<file path="config.mk">
export PLATFORM = sky130hd
export DESIGN_NAME = line_window_sched
export DESIGN_NICKNAME = d
export VERILOG_FILES = /design/src/rtl/img_pkg.sv /design/src/rtl/line_window_coord_pipe.sv /design/src/rtl/line_window_sched.sv
export SDC_FILE = /design/constraint.sdc
export NUM_CORES = 1
export LEC_CHECK = 0
export CORE_MARGIN = 2
export CORE_UTILIZATION = 57
export DETAILED_ROUTE_END_ITERATION = 7
export GPL_TIMING_DRIVEN = 0
export PLACE_DENSITY = 0.83
export SLEW_MARGIN = 10
export SYNTH_ARGS = -nofsm -noshare
export SYNTH_HDL_FRONTEND = slang
export SYNTH_SLANG_ARGS = --single-unit
</file>
<file path="constraint.sdc">
create_clock -name clk -period 3.71 [get_ports clk]
set_input_delay 0.9275 -clock clk [delete_from_list [all_inputs] [get_ports clk]]
set_output_delay 0.9275 -clock clk [all_outputs]
set_load 0.05 [all_outputs]
</file>
<file path="src/rtl/img_pkg.sv">
// Shared definitions for the image-pipeline line-window sequencer.
package img_pkg;

  // Sequencer states; the numeric values are visible on the debug port.
  typedef enum logic [2:0] {
    IDLE   = 3'd0,
    FILL0  = 3'd1,
    FILL1  = 3'd2,
    STREAM = 3'd3,
    DONE   = 3'd4
  } state_t;

  localparam int DEFAULT_IMG_W = 800;
  localparam int DEFAULT_IMG_H = 600;

  // Cycles from a qualifying pixel to its 3x3 window appearing at the output.
  localparam int WIN_LAT = 3;

endpackage

</file>
<file path="src/rtl/line_window_coord_pipe.sv">
// Fixed-latency shift register carrying window valid, centre coordinates and
// the row-end / frame-end flags. A synchronous flush drops everything in flight.
module line_window_coord_pipe #(
  parameter int CW    = 16,
  parameter int DEPTH = 3
) (
  input  logic          clk,
  input  logic          rst_n,
  input  logic          flush,
  input  logic          in_valid,
  input  logic [CW-1:0] in_x,
  input  logic [CW-1:0] in_y,
  input  logic          in_line_last,
  input  logic          in_frame_last,
  output logic          out_valid,
  output logic [CW-1:0] out_x,
  output logic [CW-1:0] out_y,
  output logic          out_line_last,
  output logic          out_frame_last
);

  logic [DEPTH-1:0] v_q;
  logic [DEPTH-1:0] ll_q;
  logic [DEPTH-1:0] fl_q;
  logic [CW-1:0]    x_q [DEPTH];
  logic [CW-1:0]    y_q [DEPTH];

  // Shift every cycle (stall-free); flush clears only the qualifiers.
  always_ff @(posedge clk or negedge rst_n) begin
    if (!rst_n) begin
      v_q  <= '0;
      ll_q <= '0;
      fl_q <= '0;
      // NOTE: the coordinate stages are reset as well because the last stage
      // drives module outputs directly, which must read 0 out of reset.
      for (int i = 0; i < DEPTH; i++) begin
        x_q[i] <= '0;
        y_q[i] <= '0;
      end
    end else begin
      // NOTE: non-blocking assignments let every stage sample the value its
      // neighbour held before this edge, giving a true shift register.
      for (int i = DEPTH - 1; i > 0; i--) begin
        v_q[i]  <= v_q[i-1] & ~flush;
        ll_q[i] <= ll_q[i-1] & ~flush;
        fl_q[i] <= fl_q[i-1] & ~flush;
        x_q[i]  <= x_q[i-1];
        y_q[i]  <= y_q[i-1];
      end
      v_q[0]  <= in_valid & ~flush;
      ll_q[0] <= in_line_last & ~flush;
      fl_q[0] <= in_frame_last & ~flush;
      x_q[0]  <= in_x;
      y_q[0]  <= in_y;
    end
  end

  assign out_valid      = v_q[DEPTH-1];
  assign out_x          = x_q[DEPTH-1];
  assign out_y          = y_q[DEPTH-1];
  assign out_line_last  = ll_q[DEPTH-1];
  assign out_frame_last = fl_q[DEPTH-1];

endmodule

</file>
<file path="src/rtl/line_window_sched.sv">
// Sequencer for the two-line-FIFO 3x3 window generator: tracks pixel column
// and row, drives the line-buffer enables and recirculation select, and
// qualifies windows with their centre coordinates.
module line_window_sched
  import img_pkg::*;
#(
  parameter int IMG_W = DEFAULT_IMG_W,
  parameter int IMG_H = DEFAULT_IMG_H,
  parameter int CW    = 16
) (
  input  logic          clk,
  input  logic          rst_n,
  input  logic          frame_vsync,
  input  logic          pix_valid,
  output logic          lb1_we,
  output logic          lb1_src_sel,
  output logic          lb2_we,
  output logic          lb_re,
  output logic          win_valid,
  output logic [CW-1:0] win_x,
  output logic [CW-1:0] win_y,
  output logic          line_end,
  output logic          frame_done,
  output logic          frame_err,
  output logic [2:0]    state_o
);

  localparam logic [CW-1:0] COL_LAST = CW'(IMG_W - 1);
  localparam logic [CW-1:0] ROW_LAST = CW'(IMG_H - 1);

  state_t        state, state_d, cur_state;
  logic [CW-1:0] col, col_d, cur_col;
  logic [CW-1:0] row, row_d, cur_row;
  logic          vsync_q, vsync_rise;
  logic          col_last;
  logic          fill_we_d, lb2_we_d, lb_re_d, recirc_d, err_d;
  logic          recirc_q;
  logic          pipe_valid, pipe_line_last, pipe_frame_last;
  logic [CW-1:0] pipe_x, pipe_y;
  logic          out_line_last, out_frame_last;

  assign vsync_rise = frame_vsync & ~vsync_q;

  // Next state, counters and enables. A vsync edge restarts the frame first,
  // so a pixel arriving with it is processed as col 0 / row 0 in FILL0.
  always_comb begin
    // NOTE: every signal gets a default here so no path leaves one unassigned
    // (which would infer a latch).
    cur_state       = state;
    cur_col         = col;
    cur_row         = row;
    state_d         = state;
    col_d           = col;
    row_d           = row;
    col_last        = 1'b0;
    fill_we_d       = 1'b0;
    lb2_we_d        = 1'b0;
    lb_re_d         = 1'b0;
    recirc_d        = 1'b0;
    err_d           = 1'b0;
    pipe_valid      = 1'b0;
    pipe_x          = '0;
    pipe_y          = '0;
    pipe_line_last  = 1'b0;
    pipe_frame_last = 1'b0;

    if (vsync_rise) begin
      cur_state = FILL0;
      cur_col   = '0;
      cur_row   = '0;
      state_d   = FILL0;
      col_d     = '0;
      row_d     = '0;
      err_d     = (state == FILL1) || (state == STREAM);
    end

    if (pix_valid && cur_state != IDLE) begin
      if (cur_state == DONE) begin
        err_d = 1'b1;
      end else begin
        col_last = (cur_col == COL_LAST);
        col_d    = col_last ? '0 : cur_col + CW'(1);
        row_d    = col_last ? cur_row + CW'(1) : cur_row;
        case (cur_state)
          FILL0: begin
            fill_we_d = 1'b1;
            if (col_last) state_d = FILL1;
          end
          FILL1: begin
            lb2_we_d = 1'b1;
            if (col_last) state_d = STREAM;
          end
          STREAM: begin
            lb_re_d         = 1'b1;
            recirc_d        = 1'b1;
            lb2_we_d        = (cur_row < ROW_LAST);
            pipe_valid      = (cur_col >= CW'(2));
            pipe_x          = cur_col - CW'(1);
            pipe_y          = cur_row - CW'(1);
            pipe_line_last  = col_last;
            pipe_frame_last = col_last && (cur_row == ROW_LAST);
            if (pipe_frame_last) state_d = DONE;
          end
          default: ;
        endcase
      end
    end
  end

  // State, counters and registered enables; recirculation is delayed one
  // extra cycle so it writes line buffer 2's read data back into line buffer 1.
  always_ff @(posedge clk or negedge rst_n) begin
    if (!rst_n) begin
      state       <= IDLE;
      col         <= '0;
      row         <= '0;
      vsync_q     <= 1'b0;
      recirc_q    <= 1'b0;
      lb1_we      <= 1'b0;
      lb1_src_sel <= 1'b0;
      lb2_we      <= 1'b0;
      lb_re       <= 1'b0;
      frame_err   <= 1'b0;
    end else begin
      state       <= state_d;
      col         <= col_d;
      row         <= row_d;
      vsync_q     <= frame_vsync;
      recirc_q    <= recirc_d;
      lb1_we      <= fill_we_d | (recirc_q & ~vsync_rise);
      lb1_src_sel <= recirc_q & ~vsync_rise & ~fill_we_d;
      lb2_we      <= lb2_we_d;
      lb_re       <= lb_re_d;
      frame_err   <= err_d;
    end
  end

  line_window_coord_pipe #(
    .CW    (CW),
    .DEPTH (WIN_LAT)
  ) u_coord_pipe (
    .clk            (clk),
    .rst_n          (rst_n),
    .flush          (vsync_rise),
    .in_valid       (pipe_valid),
    .in_x           (pipe_x),
    .in_y           (pipe_y),
    .in_line_last   (pipe_line_last),
    .in_frame_last  (pipe_frame_last),
    .out_valid      (win_valid),
    .out_x          (win_x),
    .out_y          (win_y),
    .out_line_last  (out_line_last),
    .out_frame_last (out_frame_last)
  );

  assign line_end   = win_valid & out_line_last;
  assign frame_done = win_valid & out_frame_last;
  assign state_o    = state;

endmodule

</file>
# After elaboration in Yosys (flattened, before gate mapping)
# Index checks and enable logic that the tools add are counted.
[op_classes] magnitude_cmp=2 n_addsub=4 n_reduce_logical=4 n_bitwise=18 n_eq_ne=8 muxes=42
[ops] op="$mux 16" n=14
[ops] op="$add 16x1->16 const B" n=2
[ops] op="$eq 16x10->1 const B" n=2
[ops] op="$sub 16x1->16 const B" n=2
[ops] op="$mux 1" n=20
[ops] op="$mux 3" n=6
[ops] op="$ge 16x2->1 const B" n=1
[ops] op="$lt 16x10->1 const B" n=1
[ops] op="$and 1x1->1" n=14
[ops] op="$eq 3x2->1 const B" n=4
[ops] op="$pmux 3 s3" n=1
[ops] op="$eq 3x1->1 const B" n=1
[ops] op="$eq 3x3->1 const B" n=1
[ops] op="$not 1->1" n=3
[ops] op="$reduce_bool 3->1" n=1
[ops] op="$logic_and 1x1->1" n=2
[ops] op="$pmux 1 s2" n=1
[ops] op="$logic_or 1x1->1" n=1
[ops] op="$or 1x1->1" n=1
[word_totals] reg_bits=146 wordCells=96 in_bits=4 output_inout_bits=43

# Logic depth before layout (Yosys ltp)
# Gate-level depths: netlist of the first run.
[depth] depth_word=9 mapped_depth=10 ltp_nobuf=8

# By module
# Synthesis of the first run repeated with hierarchy kept, for this count alone.
[hier_totals] hier_cells=495 area_unflattened_um2=5740.5
[modules_own_cells] mod="line_window_coord_pipe" seq_area_each_um2=2627.5 n_inst=1 area_each_um2=2924.1 cells_per_inst=146
[modules_own_cells] mod="line_window_sched" seq_area_each_um2=1026.0 n_inst=1 area_each_um2=2816.5 cells_per_inst=349

# Worst setup path after synthesis of the first run
# No wires, ideal clock.
[synth_path] path_kind="input to register" startpoint="input port frame_vsync" endpoint="register row[12]" slack_ns=0.846 setup_ns=0.066 required_time_ns=3.644 arrival_ns=2.798 path_buffers=1 cell_stages=6 path_cell_list="nor2b_1 > or4_4 > or4_1 > buf_2 > or4_1 > nand2_1"
[synth_via] elab_chain_len=6 elab_cells_between_ends=12 classes_between="add/sub (1); eq/ne (2); mux (6); bitwise (1); reduce/logical (2)"
[synth_lines] element="start, declared" line="line_window_sched.sv:13" text="input logic frame_vsync,"
[synth_lines] element="$and 1x1->1 *" line="line_window_sched.sv:42" text="assign vsync_rise = frame_vsync & ~vsync_q;"
[synth_lines] element="$mux 16" line="line_window_sched.sv:67" text="if (vsync_rise) begin"
[synth_lines] element="$add 16x1->16 / $eq 16x10->1 (equally long branches)" line="line_window_sched.sv:83, line_window_sched.sv:81"
[synth_lines] element="$mux 16" line="line_window_sched.sv:83" text="row_d = col_last ? cur_row + CW'(1) : cur_row;"
[synth_lines] element="$mux 16" line="line_window_sched.sv:78" text="if (cur_state == DONE) begin"
[synth_lines] element="$mux 16 *" line="line_window_sched.sv:77" text="if (pix_valid && cur_state != IDLE) begin"
[synth_lines] element="named net row_d[12]" line="line_window_sched.sv:33" text="logic [CW-1:0] row, row_d, cur_row;"
[synth_lines] element="end signal, assigned" line="line_window_sched.sv:127" text="row <= row_d;"
[synth_lines] element="end, declared" line="line_window_sched.sv:33"
# The timed path passes the listed nets; every way through them passes the cells marked *.

# Worst setup path after layout of the first run
[layout_path] startpoint="input port frame_vsync" endpoint="register row[14]"
# The elaborated chain is that of the path after synthesis.

==> flow_summary_export.csv, run 1 <==
group,metric,value,unit
run_status,outcome,"completed",
timing,hold_viol,0,
timing,clock_skew,7.37,ps
global_routing,grt_antenna_before_repair,0,
route,routed_wirelength,11300,um
pwr,power,3.41,mW
synth,netlist.area_leader.share,63.8,%
setup_path,worstReg2RegStart,"col[12]",
pwr,power_per_cell_area,492,nW/um^2
floorplanning,die_w,104,um
clocking,cts_post_setup_buffers_inserted,0,
synth,ys_seq_elements,146,
setup_path,arrival,3780,ps
setup_path,worst_setup_path_end_kind,"flop",
synth,synthesis.area,5730,sq um
setup_path,crit_path_max_incr_delay,450,ps
floorplanning,die_h,104,um
timing,setup_repair_after_global_routing_missed_its_margin,"no",
timing,final.setup.tns,0,ps
route,route.vias.total,3869,
route,antenna_violating_nets_post_route,0,
min_path,hp-start,"u_coord_pipe.x_q[38]",
clocking,cts_inserted_buffers,17,
setup_path,timing.critical_path.cells,"clkdlybuf4s50_1 -> nand2b_1 -> clkbuf_1 -> clkbuf_1 -> and2_1 -> ha_1 -> nand2_1 -> nor2_1 -> nand4_1 -> or4_1 -> nand2_1",
synth,most_instantiated_cells_after_synthesis,"dfrtp_1, nor2_1, nand2_1, buf_4, clkbuf_1",
timing,setup_viol_count_final,0,
route,drt_pre_antenna_iters,5,
min_path,hold_class,"reg -> reg",
floorplanning,io-pin-count,47,
clocking,post_cts.resized_instances,0,
clocking,root_buffer_selected_by_cts,"clkbuf_8",
clocking,cts.reportedPaths.clkPinSlew,60,ps
setup_path,crit_family,"simple AND/OR/NAND/NOR gates",
timing,fin_crit_sh,89.5,%
setup_path,critical_path_data_required_time,4170,ps
global_routing,maximum_number_of_pins_on_one_net_before_global_route_repair,80,
pwr,power_leakage,3.32,nW
setup_path,startpoint,"frame_vsync",
setup_path,critPathKind,"in -> reg",
synth,synth.net_count,509,
synth,synth_flop_cell,"dfrtp_1",
setup_path,critPathSlowestCell,"clkdlybuf4s50_1",
synth,most_instantiated_library_cell_after_synthesis,"dfrtp_1",
finish,antenna_cells_inserted,0,
floorplanning,fp.dieArea,10900,sq um
clocking,clk_path_buf_depth,2,
global_routing,via_count_of_the_first_global_routing_pass,3872,
floorplanning,core.rowCount,36,
placed_design,post-dp-hpwl,7340,um
timing,max_slew_margin,25.3,%
setup_path,cp_max_fo,10,
route,route.detailed.wl_per_inst,15.8,um
placed_design,post-place-ws,-97.6,ps
placed_design,place.gp.congestion,0.907,
route,routed_via_density,5.41,
setup_path,setup.worst_path.start_class,"primary input",
placed_design,placed_cells_incl_taps,684,
timing,max_freq,301,MHz
synth,yosys-top-cells-area,"dfrtp_1, buf_4, nor2_1",
synth,synth_sequential_area_ratio,63.8,%
placed_design,dpl_cell_area,6390,sq um
floorplanning,design.core.area,9770,sq um
global_routing,first_pass_grt_wire_length,19200,um
route,drt-initial-drc-count,270,
floorplanning,effective_utilization_at_floorplan,58.6,%
finish,stdcell_area,6930,sq um
clocking,clk-insertion-delay-late,520,ps
timing,finalCriticalPeriod,3320,ps
finish,final_util,70.9,%
synth,yosys.area.top_type,"dfrtp_1",
finish,flow.area_growth_from_synthesis,20.9,%
global_routing,gr-usage-all-layers,22.9,%
timing,report.final.slew_viol_count,0,
finish,instances_no_fill,715,
synth,mean_instance_size_in_the_synthesized_netlist,11.4,sq um
pwr,power.ir.vdd_worst,0.270,mV
placed_design,port_buffers,46,
synth,syn_warnings,0,
flow_run,drv.max_cap_violation_count,0,
finish,final_nets,575,
timing,holdWs,344,ps
finish,fillerInstances,704,
setup_path,critical_path.n_buffers_inverters,3,
finish,drive_above_1_share,12.7,%
clocking,cts_max_level,4,
clocking,cts.hold.buffers_added,0,
clocking,cts.sinks,146,
synth,syn_inst,504,
finish,multi_input_gate_area,1700,sq um
finish,layout.area.seq,3650,sq um
synth,synth_async_sr_flop_share,100,%
synth,number_of_enable_type_register_cells_in_the_synthesized_netlist,0,
global_routing,overflow,0,
clocking,clock_tree_from_tritoncts,"yes",
timing,layout_setup_ws,388,ps
synth,synth.distinct_cells,44,
timing,worstMarginPinSlew,1110,ps
route,drc_errors,0,
==> path summary, 6_finish.rpt <==
path                                         to  slack, ps  cells past startpoint
max                                     row[14]        390                     11
min                        u_coord_pipe.x_q[22]        340                      0
max reg2reg                             row[11]        780                      5
min reg2reg                u_coord_pipe.x_q[22]        340                      0
max in group asynchronous  u_coord_pipe.x_q[23]       2530                      2
min in group asynchronous  u_coord_pipe.y_q[16]        430                      1
==> registers in the layout, indices dropped and copies added, names as in the netlist, 3 cells and up <==
signal / count
u_coord_pipe.out_y: 16
state_o: 3
row: 16
u_coord_pipe.x_q: 32
col: 16
u_coord_pipe.y_q: 32
u_coord_pipe.v_q: 3
u_coord_pipe.out_x: 16
u_coord_pipe.fl_q: 3
u_coord_pipe.ll_q: 3
==> placed cells by master (no fill, tap or decap), types with 9 or more instances in the layout <==
cell / count
a21oi_1: 23
a31oi_1: 10
and2_1: 11
buf_4: 32
clkbuf_1: 28
clkbuf_16: 16
clkdlybuf4s50_1: 45
dfrtp_1: 146
nand2_1: 43
nand3_1: 17
nand4_1: 13
nor2_1: 44
nor3_1: 13
o21ai_0: 13
or4_1: 9
xnor2_1: 15
xor2_1: 18
==> metal layers <==
metal / up-vias / track usage [%] / wire (um)
li1: 1836 / - / -
met3: 22 / 5.20 / 597
met1: 1869 / 31.2 / 5080
met4: 0 / 8.78 / 194
met2: 142 / 36.1 / 5440
met5: - / 0 / 0
==> layout make-up <==
class | instances | area share (%)
buffer | 62 | 5.22
multi-input combinational | 291 | 24.5
sequential | 146 | 52.7
timing repair buffer | 47 | 7.06
tap | 133 | 2.40
inverter | 5 | 0.271
clock buffer | 19 | 6.23
clock inverter | 12 | 1.57
==> logic make-up after synthesis <==
group / synth area share [%]
simple gates: 17.5
flops: 63.8
buf+inv: 6.64
compound gates: 6.66
xor+xnor: 5.04
mux: 0.175
fa+ha+maj: 0.218
==> power breakdown <==
part	total [mW]	switching [mW]	internal [mW]
Clock	1.54	0.641	0.902
Sequential	1.62	0.00978	1.61
Combinational	0.247	0.169	0.0787
No activity file was read; power rests on OpenSTA's default activity.
==> run 2, diff against run 1 <==
--- a/config.mk
+++ b/config.mk
@@ -9,7 +9,7 @@
 export CORE_UTILIZATION = 57
 export DETAILED_ROUTE_END_ITERATION = 7
 export GPL_TIMING_DRIVEN = 0
-export PLACE_DENSITY = 0.83
+export PLACE_DENSITY = 0.78
 export SLEW_MARGIN = 10
 export SYNTH_ARGS = -nofsm -noshare
 export SYNTH_HDL_FRONTEND = slang
==> flow_summary_export.csv, run 2 (synthesis results as in run 1) <==
group,metric,value,unit
run_status,outcome,"completed",
finish,most-common-layout-cells,"dfrtp_1, clkdlybuf4s50_1, nor2_1",
setup_path,critPathKind,"in -> reg",
clocking,cts.reportedPaths.clkPinSlew,60,ps
global_routing,gr-usage-all-layers,22.4,%
timing,report.final.slew_viol_count,0,
global_routing,grt_antenna_before_repair,0,
finish,antenna_cells_inserted,0,
global_routing,maximum_number_of_pins_on_one_net_before_global_route_repair,83,
pwr,power.ir.vdd_worst,0.392,mV
setup_path,crit_family,"simple AND/OR/NAND/NOR gates",
floorplanning,design.core.area,9770,sq um
finish,fillerInstances,681,
min_path,hold_class,"reg -> reg",
route,routed_via_density,5.39,
setup_path,crit_path_max_incr_delay,440,ps
flow_run,drv.max_cap_violation_count,0,
pwr,power_per_cell_area,507,nW/um^2
placed_design,post-dp-hpwl,7270,um
finish,final_nets,575,
setup_path,critical_path_destination,"row[12]",
setup_path,startpoint,"frame_vsync",
global_routing,via_count_of_the_first_global_routing_pass,3774,
finish,flow.area_growth_from_synthesis,21.6,%
setup_path,critical_path_data_required_time,4170,ps
route,drt_pre_antenna_iters,5,
setup_path,critical_path.n_buffers_inverters,3,
finish,layout.cells.most_common,"dfrtp_1",
floorplanning,io-pin-count,47,
clocking,cts_inserted_buffers,17,
setup_path,worst_setup_path_end_kind,"flop",
timing,setup_viol_count_final,0,
route,drc_errors,0,
clocking,cts.sinks,146,
clocking,root_buffer_selected_by_cts,"clkbuf_8",
route,route.vias.total,3854,
finish,final_util,71.3,%
placed_design,port_buffers,46,
clocking,clock_tree_from_tritoncts,"yes",
floorplanning,die_h,104,um
timing,hold_viol,0,
setup_path,arrival,3780,ps
setup_path,setup.worst_path.start_class,"primary input",
finish,instances_no_fill,715,
pwr,power_leakage,3.34,nW
placed_design,place.gp.congestion,0.887,
finish,stdcell_area,6970,sq um
route,route.detailed.wl_per_inst,15.4,um
timing,fin_crit_sh,89.7,%
setup_path,reg2reg_slack,730,ps
setup_path,reg2reg_to,"row[11]",
route,drt-initial-drc-count,333,
floorplanning,die_w,104,um
clocking,post_cts.resized_instances,0,
timing,max_slew_margin,20.5,%
finish,reg_top3,"u_coord_pipe.x_q: 32 flops, u_coord_pipe.y_q: 32 flops",
setup_path,timing.critical_path.cells,"clkdlybuf4s50_1 -> nand2b_1 -> clkbuf_1 -> clkbuf_1 -> and2_1 -> ha_1 -> nand2_1 -> nor2_1 -> nand4_1 -> or4_1 -> nand2_1",
global_routing,overflow,0,
timing,setup_repair_after_global_routing_missed_its_margin,"no",
setup_path,cp_max_fo,10,
timing,holdWs,345,ps
setup_path,worst_reg_to_reg_path_cell_count,5,
timing,finalCriticalPeriod,3330,ps
timing,max_freq,300,MHz
placed_design,dpl_cell_area,6390,sq um
setup_path,worstReg2RegStart,"col[12]",
route,antenna_violating_nets_post_route,0,
clocking,cts_max_level,4,
clocking,cts.hold.buffers_added,0,
floorplanning,fp.dieArea,10900,sq um
timing,clock_skew,7.60,ps
route,routed_wirelength,11000,um
clocking,clk-insertion-delay-late,520,ps
setup_path,timing.critical_path.depth,11,
pwr,power,3.53,mW
finish,drive_above_1_share,12.4,%
timing,worstMarginPinSlew,1180,ps
floorplanning,effective_utilization_at_floorplan,58.6,%
placed_design,placed_cells_incl_taps,684,
global_routing,first_pass_grt_wire_length,18900,um
floorplanning,core.rowCount,36,
setup_path,critPathSlowestCell,"or4_1",
clocking,cts_post_setup_buffers_inserted,0,
clocking,clk_path_buf_depth,2,
-- run 2: worst min path at each step --
stage / startpoint / to / slack (ps) / cells past startpoint
after floorplan: u_coord_pipe.x_q[16] / u_coord_pipe.out_x[0] / 330 / 0
after global placement: u_coord_pipe.y_q[29] / u_coord_pipe.out_y[13] / 330 / 0
after detailed placement: u_coord_pipe.y_q[16] / u_coord_pipe.out_y[0] / 330 / 0
after CTS: u_coord_pipe.x_q[40] / u_coord_pipe.x_q[24] / 340 / 0
after global routing: u_coord_pipe.y_q[43] / u_coord_pipe.y_q[27] / 350 / 0
final: u_coord_pipe.x_q[40] / u_coord_pipe.x_q[24] / 350 / 0
-- run 2: report_power, final --
part | leakage (nW) | internal (mW) | switching [mW] | total (mW)
combinational | 1.04 | 0.0787 | 0.167 | 0.246
clock | 0.272 | 1.03 | 0.641 | 1.67
sequential | 2.03 | 1.61 | 0.00922 | 1.62
-- run 2: final cells by class --
cell class	count	area (sq um)	area share (%)
sequential	146	3650	52.4
buffer	62	362	5.19
tap	133	166	2.39
multi-input combinational	291	1700	24.3
timing repair buffer	47	489	7.02
clock inverter	11	156	2.24
clock buffer	20	425	6.11
inverter	5	18.8	0.269
-- run 2: metrics by stage --
stage / worst slack, ps / TNS (ps)
2_1_floorplan: 846 / 0
6_report: 382 / 0
4_1_cts: 441 / 0
3_5_place_dp: -86.5 / -401
5_1_grt: 168 / 0
3_3_place_gp: -3640 / -530320
-- run 2: per-layer routing --
metal / part of all wire [%] / track usage, % / routed length [um] / vias up
li1: - / - / - / 1827
met1: 47 / 32.2 / 5150 / 1871
met2: 46 / 33.2 / 5100 / 140
met3: 5.0 / 5.64 / 547 / 16
met4: 1.9 / 8.59 / 210 / 0
met5: 0 / 0 / 0 / -
-- run 2: worst register-to-register path: stages (launching register included) --
cell and delay [ps]:
dfrtp_1 460, or3_4 440, or4_4 520, nor4_1 1010, nand4_1 220, xor2_1 200
